===== config.mk =====
export PLATFORM = sky130hd
export DESIGN_NAME = line_pixel_writer
export DESIGN_NICKNAME = d
export VERILOG_FILES = /design/src/rtl/vga_draw_pkg.sv /design/src/rtl/bresenham_step.sv /design/src/rtl/line_pixel_writer.sv
export SDC_FILE = /design/constraint.sdc
export NUM_CORES = 1
export LEC_CHECK = 0
export BUFFER_PORTS_ARGS = -buffer_cell sky130_fd_sc_hd__buf_2
export CAP_MARGIN = 20
export CORE_ASPECT_RATIO = 0.8
export CORE_UTILIZATION = 45
export CTS_CLUSTER_DIAMETER = 100
export DETAILED_ROUTE_END_ITERATION = 10
export SYNTH_ARGS = -nofsm -noshare
export SYNTH_HDL_FRONTEND = slang
export SYNTH_SLANG_ARGS = --single-unit

===== constraint.sdc =====
create_clock -name clk -period 6.18 [get_ports clk]
set_clock_uncertainty 0.05 [all_clocks]
set_input_delay 0 -clock clk [delete_from_list [all_inputs] [get_ports clk]]
set_output_delay 0 -clock clk [all_outputs]
set_load 0.05 [all_outputs]

===== src/rtl/vga_draw_pkg.sv =====
// Shared types, widths and address packing for the VGA line-drawing blocks.
package vga_draw_pkg;

  localparam int unsigned X_W     = 10;
  localparam int unsigned Y_W     = 9;
  localparam int unsigned COLOR_W = 8;
  localparam int unsigned ADDR_W  = 32;
  localparam int unsigned CNT_W   = 11;
  localparam int unsigned ERR_W   = 13;
  localparam int unsigned E2_W    = 14;

  typedef enum logic [1:0] {
    IDLE,
    SETUP,
    PLOT,
    DONE
  } state_t;

  // Frame buffer is addressed as {row, column} with a 1024-byte row stride.
  function automatic logic [ADDR_W-1:0] pack_addr(input logic [ADDR_W-1:0] base,
                                                  input logic [X_W-1:0]    x,
                                                  input logic [Y_W-1:0]    y);
    return base + ADDR_W'({y, x});
  endfunction

endpackage


===== src/rtl/bresenham_step.sv =====
// Combinational Bresenham step: next err/x/y from the current point and error term.
module bresenham_step
  import vga_draw_pkg::*;
(
  input  logic signed [ERR_W-1:0] i_err,
  input  logic signed [ERR_W-1:0] i_dx,
  input  logic signed [ERR_W-1:0] i_dy,
  input  logic [X_W-1:0]          i_x,
  input  logic [Y_W-1:0]          i_y,
  input  logic                    i_sx_neg,
  input  logic                    i_sy_neg,
  output logic signed [ERR_W-1:0] o_err,
  output logic [X_W-1:0]          o_x,
  output logic [Y_W-1:0]          o_y
);

  logic signed [E2_W-1:0] w_e2;
  logic signed [E2_W-1:0] w_dx_ext;
  logic signed [E2_W-1:0] w_dy_ext;
  logic                   w_step_x;
  logic                   w_step_y;

  // Both decisions compare against the pre-step error.
  always_comb begin
    w_e2     = {i_err, 1'b0};
    w_dx_ext = {i_dx[ERR_W-1], i_dx};
    w_dy_ext = {i_dy[ERR_W-1], i_dy};
    w_step_x = (w_e2 >= w_dy_ext);
    w_step_y = (w_e2 <= w_dx_ext);
    o_err    = i_err;
    o_x      = i_x;
    o_y      = i_y;
    if (w_step_x) begin
      o_err = o_err + i_dy;
      o_x   = i_sx_neg ? (i_x - X_W'(1)) : (i_x + X_W'(1));
    end
    if (w_step_y) begin
      o_err = o_err + i_dx;
      o_y   = i_sy_neg ? (i_y - Y_W'(1)) : (i_y + Y_W'(1));
    end
  end

endmodule


===== src/rtl/line_pixel_writer.sv =====
// Bresenham line rasteriser writing RGB332 pixels over Avalon-MM, one point per clock,
// clipping points outside the visible area.
module line_pixel_writer
  import vga_draw_pkg::*;
#(
  parameter logic [ADDR_W-1:0] BASE_ADDR = 32'h0800_0000,
  parameter int unsigned       H_RES     = 640,
  parameter int unsigned       V_RES     = 480
) (
  input  logic                clk,
  input  logic                reset_n,
  input  logic                cmd_valid,
  output logic                cmd_ready,
  input  logic [X_W-1:0]      cmd_x0,
  input  logic [X_W-1:0]      cmd_x1,
  input  logic [Y_W-1:0]      cmd_y0,
  input  logic [Y_W-1:0]      cmd_y1,
  input  logic [COLOR_W-1:0]  cmd_color,
  output logic [ADDR_W-1:0]   m_address,
  output logic                m_write,
  output logic [COLOR_W-1:0]  m_writedata,
  input  logic                m_waitrequest,
  output logic                busy,
  output logic                done,
  output logic [CNT_W-1:0]    pixel_count
);

  state_t                  r_state;
  state_t                  w_state_nxt;
  logic [X_W-1:0]          r_x;
  logic [X_W-1:0]          r_x1;
  logic [Y_W-1:0]          r_y;
  logic [Y_W-1:0]          r_y1;
  logic [COLOR_W-1:0]      r_color;
  logic signed [ERR_W-1:0] r_dx;
  logic signed [ERR_W-1:0] r_dy;
  logic signed [ERR_W-1:0] r_err;
  logic                    r_sx_neg;
  logic                    r_sy_neg;
  logic                    r_cmd_ready;
  logic                    r_busy;
  logic                    r_done;
  logic                    r_m_write;
  logic [ADDR_W-1:0]       r_m_address;
  logic [COLOR_W-1:0]      r_m_writedata;
  logic [CNT_W-1:0]        r_pixel_count;

  logic [X_W-1:0]          w_step_x;
  logic [Y_W-1:0]          w_step_y;
  logic signed [ERR_W-1:0] w_step_err;
  logic [X_W-1:0]          w_dx_abs;
  logic [Y_W-1:0]          w_dy_abs;
  logic signed [ERR_W-1:0] w_setup_dx;
  logic signed [ERR_W-1:0] w_setup_dy;
  logic [X_W-1:0]          w_pt_x;
  logic [Y_W-1:0]          w_pt_y;
  logic                    w_pt_in_range;
  logic                    w_cmd_fire;
  logic                    w_accept;
  logic                    w_retire;
  logic                    w_last;

  assign cmd_ready   = r_cmd_ready;
  assign busy        = r_busy;
  assign done        = r_done;
  assign m_write     = r_m_write;
  assign m_address   = r_m_address;
  assign m_writedata = r_m_writedata;
  assign pixel_count = r_pixel_count;

  bresenham_step u_step (
    .i_err    (r_err),
    .i_dx     (r_dx),
    .i_dy     (r_dy),
    .i_x      (r_x),
    .i_y      (r_y),
    .i_sx_neg (r_sx_neg),
    .i_sy_neg (r_sy_neg),
    .o_err    (w_step_err),
    .o_x      (w_step_x),
    .o_y      (w_step_y)
  );

  // The point loaded into the bus registers is the start point in SETUP, else the stepped point.
  always_comb begin
    w_cmd_fire    = (r_state == IDLE) && r_cmd_ready && cmd_valid;
    w_accept      = r_m_write && !m_waitrequest;
    w_retire      = !r_m_write || !m_waitrequest;
    w_last        = (r_x == r_x1) && (r_y == r_y1);
    w_dx_abs      = (r_x1 >= r_x) ? (r_x1 - r_x) : (r_x - r_x1);
    w_dy_abs      = (r_y1 >= r_y) ? (r_y1 - r_y) : (r_y - r_y1);
    w_setup_dx    = ERR_W'(w_dx_abs);
    w_setup_dy    = -ERR_W'(w_dy_abs);
    w_pt_x        = (r_state == SETUP) ? r_x : w_step_x;
    w_pt_y        = (r_state == SETUP) ? r_y : w_step_y;
    w_pt_in_range = (32'(w_pt_x) < H_RES) && (32'(w_pt_y) < V_RES);
  end

  always_comb begin
    w_state_nxt = r_state;
    case (r_state)
      IDLE:    if (w_cmd_fire) w_state_nxt = SETUP;
      SETUP:   w_state_nxt = PLOT;
      PLOT:    if (w_retire && w_last) w_state_nxt = DONE;
      DONE:    w_state_nxt = IDLE;
      default: w_state_nxt = IDLE;
    endcase
  end

  always_ff @(posedge clk or negedge reset_n) begin
    if (!reset_n) r_state <= IDLE;
    else          r_state <= w_state_nxt;
  end

  always_ff @(posedge clk or negedge reset_n) begin
    if (!reset_n) begin
      r_x           <= '0;
      r_y           <= '0;
      r_x1          <= '0;
      r_y1          <= '0;
      r_color       <= '0;
      r_dx          <= '0;
      r_dy          <= '0;
      r_err         <= '0;
      r_sx_neg      <= 1'b0;
      r_sy_neg      <= 1'b0;
      r_cmd_ready   <= 1'b0;
      r_busy        <= 1'b0;
      r_done        <= 1'b0;
      r_m_write     <= 1'b0;
      r_m_address   <= '0;
      r_m_writedata <= '0;
      r_pixel_count <= '0;
    end else begin
      r_cmd_ready <= (w_state_nxt == IDLE);
      r_busy      <= (w_state_nxt != IDLE);
      r_done      <= (w_state_nxt == DONE);
      case (r_state)
        IDLE: begin
          if (w_cmd_fire) begin
            r_x     <= cmd_x0;
            r_y     <= cmd_y0;
            r_x1    <= cmd_x1;
            r_y1    <= cmd_y1;
            r_color <= cmd_color;
          end
        end
        SETUP: begin
          r_dx          <= w_setup_dx;
          r_dy          <= w_setup_dy;
          r_err         <= w_setup_dx + w_setup_dy;
          r_sx_neg      <= (r_x1 < r_x);
          r_sy_neg      <= (r_y1 < r_y);
          r_pixel_count <= '0;
          r_m_write     <= w_pt_in_range;
          r_m_address   <= pack_addr(BASE_ADDR, w_pt_x, w_pt_y);
          r_m_writedata <= r_color;
        end
        PLOT: begin
          if (w_accept) r_pixel_count <= r_pixel_count + CNT_W'(1);
          // A clipped point (no write) retires immediately; a stalled write holds everything.
          if (w_retire) begin
            if (w_last) begin
              r_m_write <= 1'b0;
            end else begin
              r_x         <= w_step_x;
              r_y         <= w_step_y;
              r_err       <= w_step_err;
              r_m_write   <= w_pt_in_range;
              r_m_address <= pack_addr(BASE_ADDR, w_pt_x, w_pt_y);
            end
          end
        end
        default: ;
      endcase
    end
  end

endmodule


-- Yosys cells after proc, flatten, opt, wreduce, memory -nomap -nowiden
Index checks and enable logic that the tools add are counted.
- register bits after elaboration: 141
- bits of input ports: 50
- output and inout bits: 55
- word-level logic and storage cells: 101
- add/sub/neg operators: 14
- order comparisons: 8
- equality and inequality tests: 10
- multiplexer cells: 32
- reduce and logical (&&, ||, !) cells: 19
- operators with widths (operator ; count):
    10-bit 2-to-1 mux ; 7
    32-bit 2-to-1 mux ; 2
    32-bit case mux with 2 select lines ; 1
    9-bit 2-to-1 mux ; 7
    13-bit 2-to-1 mux ; 4
    28-bit by 19-bit adder with 29-bit output, first input constant ; 1
    13-bit case mux with 2 select lines ; 1
    11-bit case mux with 2 select lines ; 1
    10-bit case mux with 2 select lines ; 1
    10-bit subtractor ; 2
    9-bit case mux with 2 select lines ; 1
    9-bit subtractor ; 2
    14-bit by 13-bit >= comparator with 1-bit output ; 1
    14-bit by 11-bit <= comparator with 1-bit output ; 1
    11-bit by 13-bit adder with 13-bit output ; 1
    13-bit by 11-bit adder with 13-bit output ; 1
    13-bit adder ; 1
    9-bit negator with 13-bit output ; 1
    11-bit by 1-bit adder with 11-bit output, second input constant ; 1
    11-bit 2-to-1 mux ; 1
    10-bit by 1-bit adder with 10-bit output, second input constant ; 1
    10-bit == test ; 1
    10-bit >= comparator ; 1
    10-bit less-than comparator ; 1
    other kinds (23) ; 41

-- Logic depth before layout (Yosys ltp)
- depth in word-level cells: 9
- gate-level depth with buffers: 22

-- Modules after synthesis
A second synthesis with hierarchy kept.
- cell total of the unflattened synthesis: 1188
- area, all modules: 10722.8 sq um
- modules (own cells, without submodules) (module ; instances ; cells each ; area an instance (sq um) ; seq. area each (sq um)):
    line_pixel_writer ; 1 ; 782 ; 7722.4 ; 3228.1
    bresenham_step ; 1 ; 406 ; 3000.4 ; 0.0

-- Worst setup path after synthesis
Ideal clock, no wire load.
- path kind: flip-flop to flip-flop
- start point: register r_x[5]
- end point: register r_err[7]
- setup time: 0.122 ns
- arrival: 4.615 ns
- data required time: 6.008 ns
- setup slack: 1.393 ns
- stages on the path, launching flop included: 20
- path buffers: 1
- clock period less this slack: 4.787 ns
- cell sequence: dfrtp_1 -> inv_1 -> ha_1 -> nand4_1 -> or3_4 -> a311oi_4 -> clkbuf_1 -> mux2i_1 -> inv_1 -> ha_1 -> a21o_1 -> a21oi_1 -> o21bai_1 -> a21oi_1 -> nor2b_1 -> nor4b_1 -> a2111o_1 -> or4_1 -> nand3_1 -> a21oi_1
- cells in the longest elaborated chain, start to end: 4
- elaborated cells between the ends (all ways): 10
- RTL lines (element ; RTL line ; source):
    from (decl) ; line_pixel_writer.sv:30 ; logic [X_W-1:0] r_x;
    from (signal assigned) ; line_pixel_writer.sv:141 ; r_x <= cmd_x0;
    from (signal assigned) ; line_pixel_writer.sv:166 ; r_x <= w_step_x;
    10-bit >= comparator ; line_pixel_writer.sv:90 ; w_dx_abs = (r_x1 >= r_x) ? (r_x1 - r_x) : (r_x - r_x1);
    10-bit 2-to-1 mux ; line_pixel_writer.sv:90 ;
    named net w_dx_abs[1] ; line_pixel_writer.sv:51 ; logic [X_W-1:0] w_dx_abs;
    11-bit by 13-bit adder with 13-bit output ; line_pixel_writer.sv:151 ; r_err <= w_setup_dx + w_setup_dy;
    13-bit case mux with 2 select lines ; line_pixel_writer.sv:138 ; case (r_state)
    to (signal assigned) ; line_pixel_writer.sv:151 ;
    to (signal assigned) ; line_pixel_writer.sv:168 ; r_err <= w_step_err;
    to (decl) ; line_pixel_writer.sv:37 ; logic signed [ERR_W-1:0] r_err;
The timed path passes the listed nets, and every way through them passes these cells.
A chain may end at the register's enable or synchronous reset.

-- Worst setup path in the final report
- start point: register r_y[0]
- end point: register r_err[11]
- cells in the longest elaborated chain, start to end: 5
- elaborated cells between the ends (all ways): 11
- RTL lines (element ; RTL line ; source):
    from (decl) ; line_pixel_writer.sv:32 ; logic [Y_W-1:0] r_y;
    from (signal assigned) ; line_pixel_writer.sv:142 ; r_y <= cmd_y0;
    from (signal assigned) ; line_pixel_writer.sv:167 ; r_y <= w_step_y;
    9-bit subtractor / 9-bit >= comparator (equally long branches) ; line_pixel_writer.sv:91 ; w_dy_abs = (r_y1 >= r_y) ? (r_y1 - r_y) : (r_y - r_y1);
    9-bit 2-to-1 mux (*) ; line_pixel_writer.sv:91 ;
    9-bit negator with 13-bit output (*) ; line_pixel_writer.sv:93 ; w_setup_dy = -ERR_W'(w_dy_abs);
    named net w_setup_dy[8] ; line_pixel_writer.sv:54 ; logic signed [ERR_W-1:0] w_setup_dy;
    11-bit by 13-bit adder with 13-bit output (*) ; line_pixel_writer.sv:151 ;
    13-bit case mux with 2 select lines (*) ; line_pixel_writer.sv:138 ;
The timed path passes the listed nets; every way through them passes the cells marked *.

==> run summary <==
worst slew pin tran -> 869.4 ps
Slew Viols, Final -> 0
synth top area cells -> dfrtp_1 31%, ha_1 13%, mux2_2 5.7%
TritonCTS clock tree -> built
CP endpoint kind -> register
Core Region -> 0.02250 sq mm
critical path launch point type -> register
first-pass GRT wire length -> 43.69 mm
grt ovf -> 0
Mapped Area -> 0.01033 sq mm
EDFF count, synth -> 0
wire per inst -> 16.96 um
FF-to-FF End -> r_err[11]
worst r2r src -> r_y[0]
Syn. warnings -> 0
R2R cell count -> 17
Hold Crit Class -> in -> async
hpwl dp -> 20.18 mm
Synth area leader -> dfrtp_1
Layout area overhead -> 17.12%
Die Y -> 137.5 um
Final nets -> 1454
Final Setup Violations -> 0
final WL -> 27.21 mm
post-cts sizing count -> 0
Seq cells post-synth -> 129
Rows -> 49
Post-synth top cells -> 129 x dfrtp_1, 109 x ha_1, 99 x a21oi_1
initial antenna violation count -> 0
n_diodes -> 0
final hold vios -> 0
IO buf count -> 92
count leader, synth -> dfrtp_1
Crit Path Class -> reg -> reg
mean area per synthesized cell -> 8.933 sq um
# fillers -> 2114
slew margin rel. -> 0.4204
DR vias -> 8769
Longest Clk Path Bufs -> 2
drt via density -> 5.467
footprint of the multi-input gates -> 0.006565 sq mm
Top FF cell, synth -> dfrtp_1
Sequential Area -> 0.003228 sq mm
Final Wtd Congestion -> 0.9219
worst endpoint required time -> 6440 ps
ANT nets after route -> 0
DRC violations left -> 0
ys async rst share -> 1.000
clock tree root driver cell -> clkbuf_16
CTS clock-pin slew for the worst setup and hold paths -> 60 ps
initial DRC count -> 466
Mapped Cells -> 1157
Initial Utilization -> 0.4593
total track usage -> 0.2415
chip width -> 171.4 um
CTS Sinks -> 129
largest net degree at the start of global routing -> 70
fmax -> 191.8 MHz
RSZ-0062 raised after global routing -> false
# placed instances -> 1525
Clock Latency Late Sink -> 440 ps
layout cell share with drive strength beyond 1 -> 0.1656
setup tns final -> 0 ps
Synth top area share -> 0.3123
Pre-antenna DRT Iters -> 5
final period utilization -> 0.8438
CP Max Fanout -> 14
IO Count -> 105
outcome -> finished clean
Seq/Total Area, Yosys -> 0.3123
Period minus WS final -> 5214 ps
Layout Cells excl Fill -> 1604
clock buffer count from CTS -> 17
vias in the first global route -> 8237
flop2flop setup slack -> 970 ps
CP arrival -> 5470 ps
Cell variety after synth -> 84
max-cap violation count -> 0
CTS H-tree lvls -> 4
Die Area -> 0.02358 sq mm
[cell families after synthesis]
| group | after synthesis | synth area share |
|---|---|---|
| AOI/OAI and AO/OA | 306 | 0.1874 |
| and+or+nand+nor | 310 | 0.1450 |
| DFF | 129 | 0.3123 |
| other | 1 | 0.0003628 |
| buffers and inverters | 143 | 0.05811 |
| xor gates and xnor gates | 61 | 0.05448 |
| muxes | 88 | 0.09189 |
| adders and majority gates | 119 | 0.1504 |
[area by class of cell]
cell class              count  area share
multi-input cells         896      0.5424
repair buffers            151     0.08507
clock buffers              17     0.03515
clock inverters            14     0.01085
well taps                 306     0.03163
flip-flops and latches    129      0.2667
inverters                  91     0.02822
[worst max path at each step]
stage / cells past startpoint / startpoint / to
2_1_floorplan: 19 / r_x[5] / r_err[7]
3_3_place_gp: 17 / r_y[0] / r_err[11]
3_5_place_dp: 17 / r_y[0] / r_err[11]
4_1_cts: 17 / r_y[0] / r_err[11]
5_1_grt: 17 / r_y[4] / r_err[11]
6_report: 17 / r_y[0] / r_err[11]
[critical path, cell delays in order, from the launching register on]
cell and delay, ps:
dfrtp_1 410, inv_1 130, ha_1 390, nand2b_1 170
a21o_1 200, a211oi_4 620, a31o_2 300, xor2_2 360
nor3b_1 420, and4_1 410, nor2_1 100, ha_1 330
and2_1 190, o21ai_0 210, nand2b_1 120, nor4_1 390
o311a_1 230, nor3_2 50
[flip-flops by register name, summed over array words and instances, names as in the netlist]
signal	flops
r_dx	10
r_state	2
r_err	13
pixel_count	11
r_y1	9
m_address	20
r_x1	10
r_x	10
r_sx_neg	1
done	1
m_writedata	8
r_color	8
r_y	9
r_sy_neg	1
cmd_ready	1
m_write	1
r_dy	13
busy	1
[metrics by stage]
step	util	hold slack (ps)	area, sq um	worst slack (ps)
floorplan	-	-345.6	10380	1393
global placement	0.4919	-8.050	11070	1245
detailed placement	0.4919	-10.28	11070	1084
CTS	0.5380	98.25	12100	1024
global route	0.5380	132.2	12100	426.3
finish	0.5380	75.71	12100	965.5
[repair_timing]
| item | in CTS | in global routing |
|---|---|---|
| hold endpoints to repair | 110 | 0 |
| hold buffers | 48 | 0 |
| buffers inserted | 0 | 0 |
[cells in the final DEF, fill, tap and decap left out, types with 12 or more instances in the layout]
cell type        n
a21o_1          17
nor2b_1         12
nand2b_1        16
a21oi_1         99
nand2_1         85
buf_2           91
inv_1           90
o21ai_0         83
nor3_1          26
ha_1           107
nor2_1          86
mux2_2          52
conb_1          12
dfrtp_1        129
clkbuf_16       17
xor2_1          22
nand3_1         22
dlygate4sd3_1   48
mux2i_1         35
xnor2_1         36
[per-layer routing]
metal,part of all wire,vias to the layer above,global-route usage
met4,0.013,0,0.06696
met5,0,-,0
met3,0.042,23,0.03533
met1,0.50,4227,0.3499
li1,-,4330,-
met2,0.44,189,0.3729
Power is left out: the tool's default activity adds up to more than one toggle a clock period on the data nets, which glitch-free logic cannot reach.
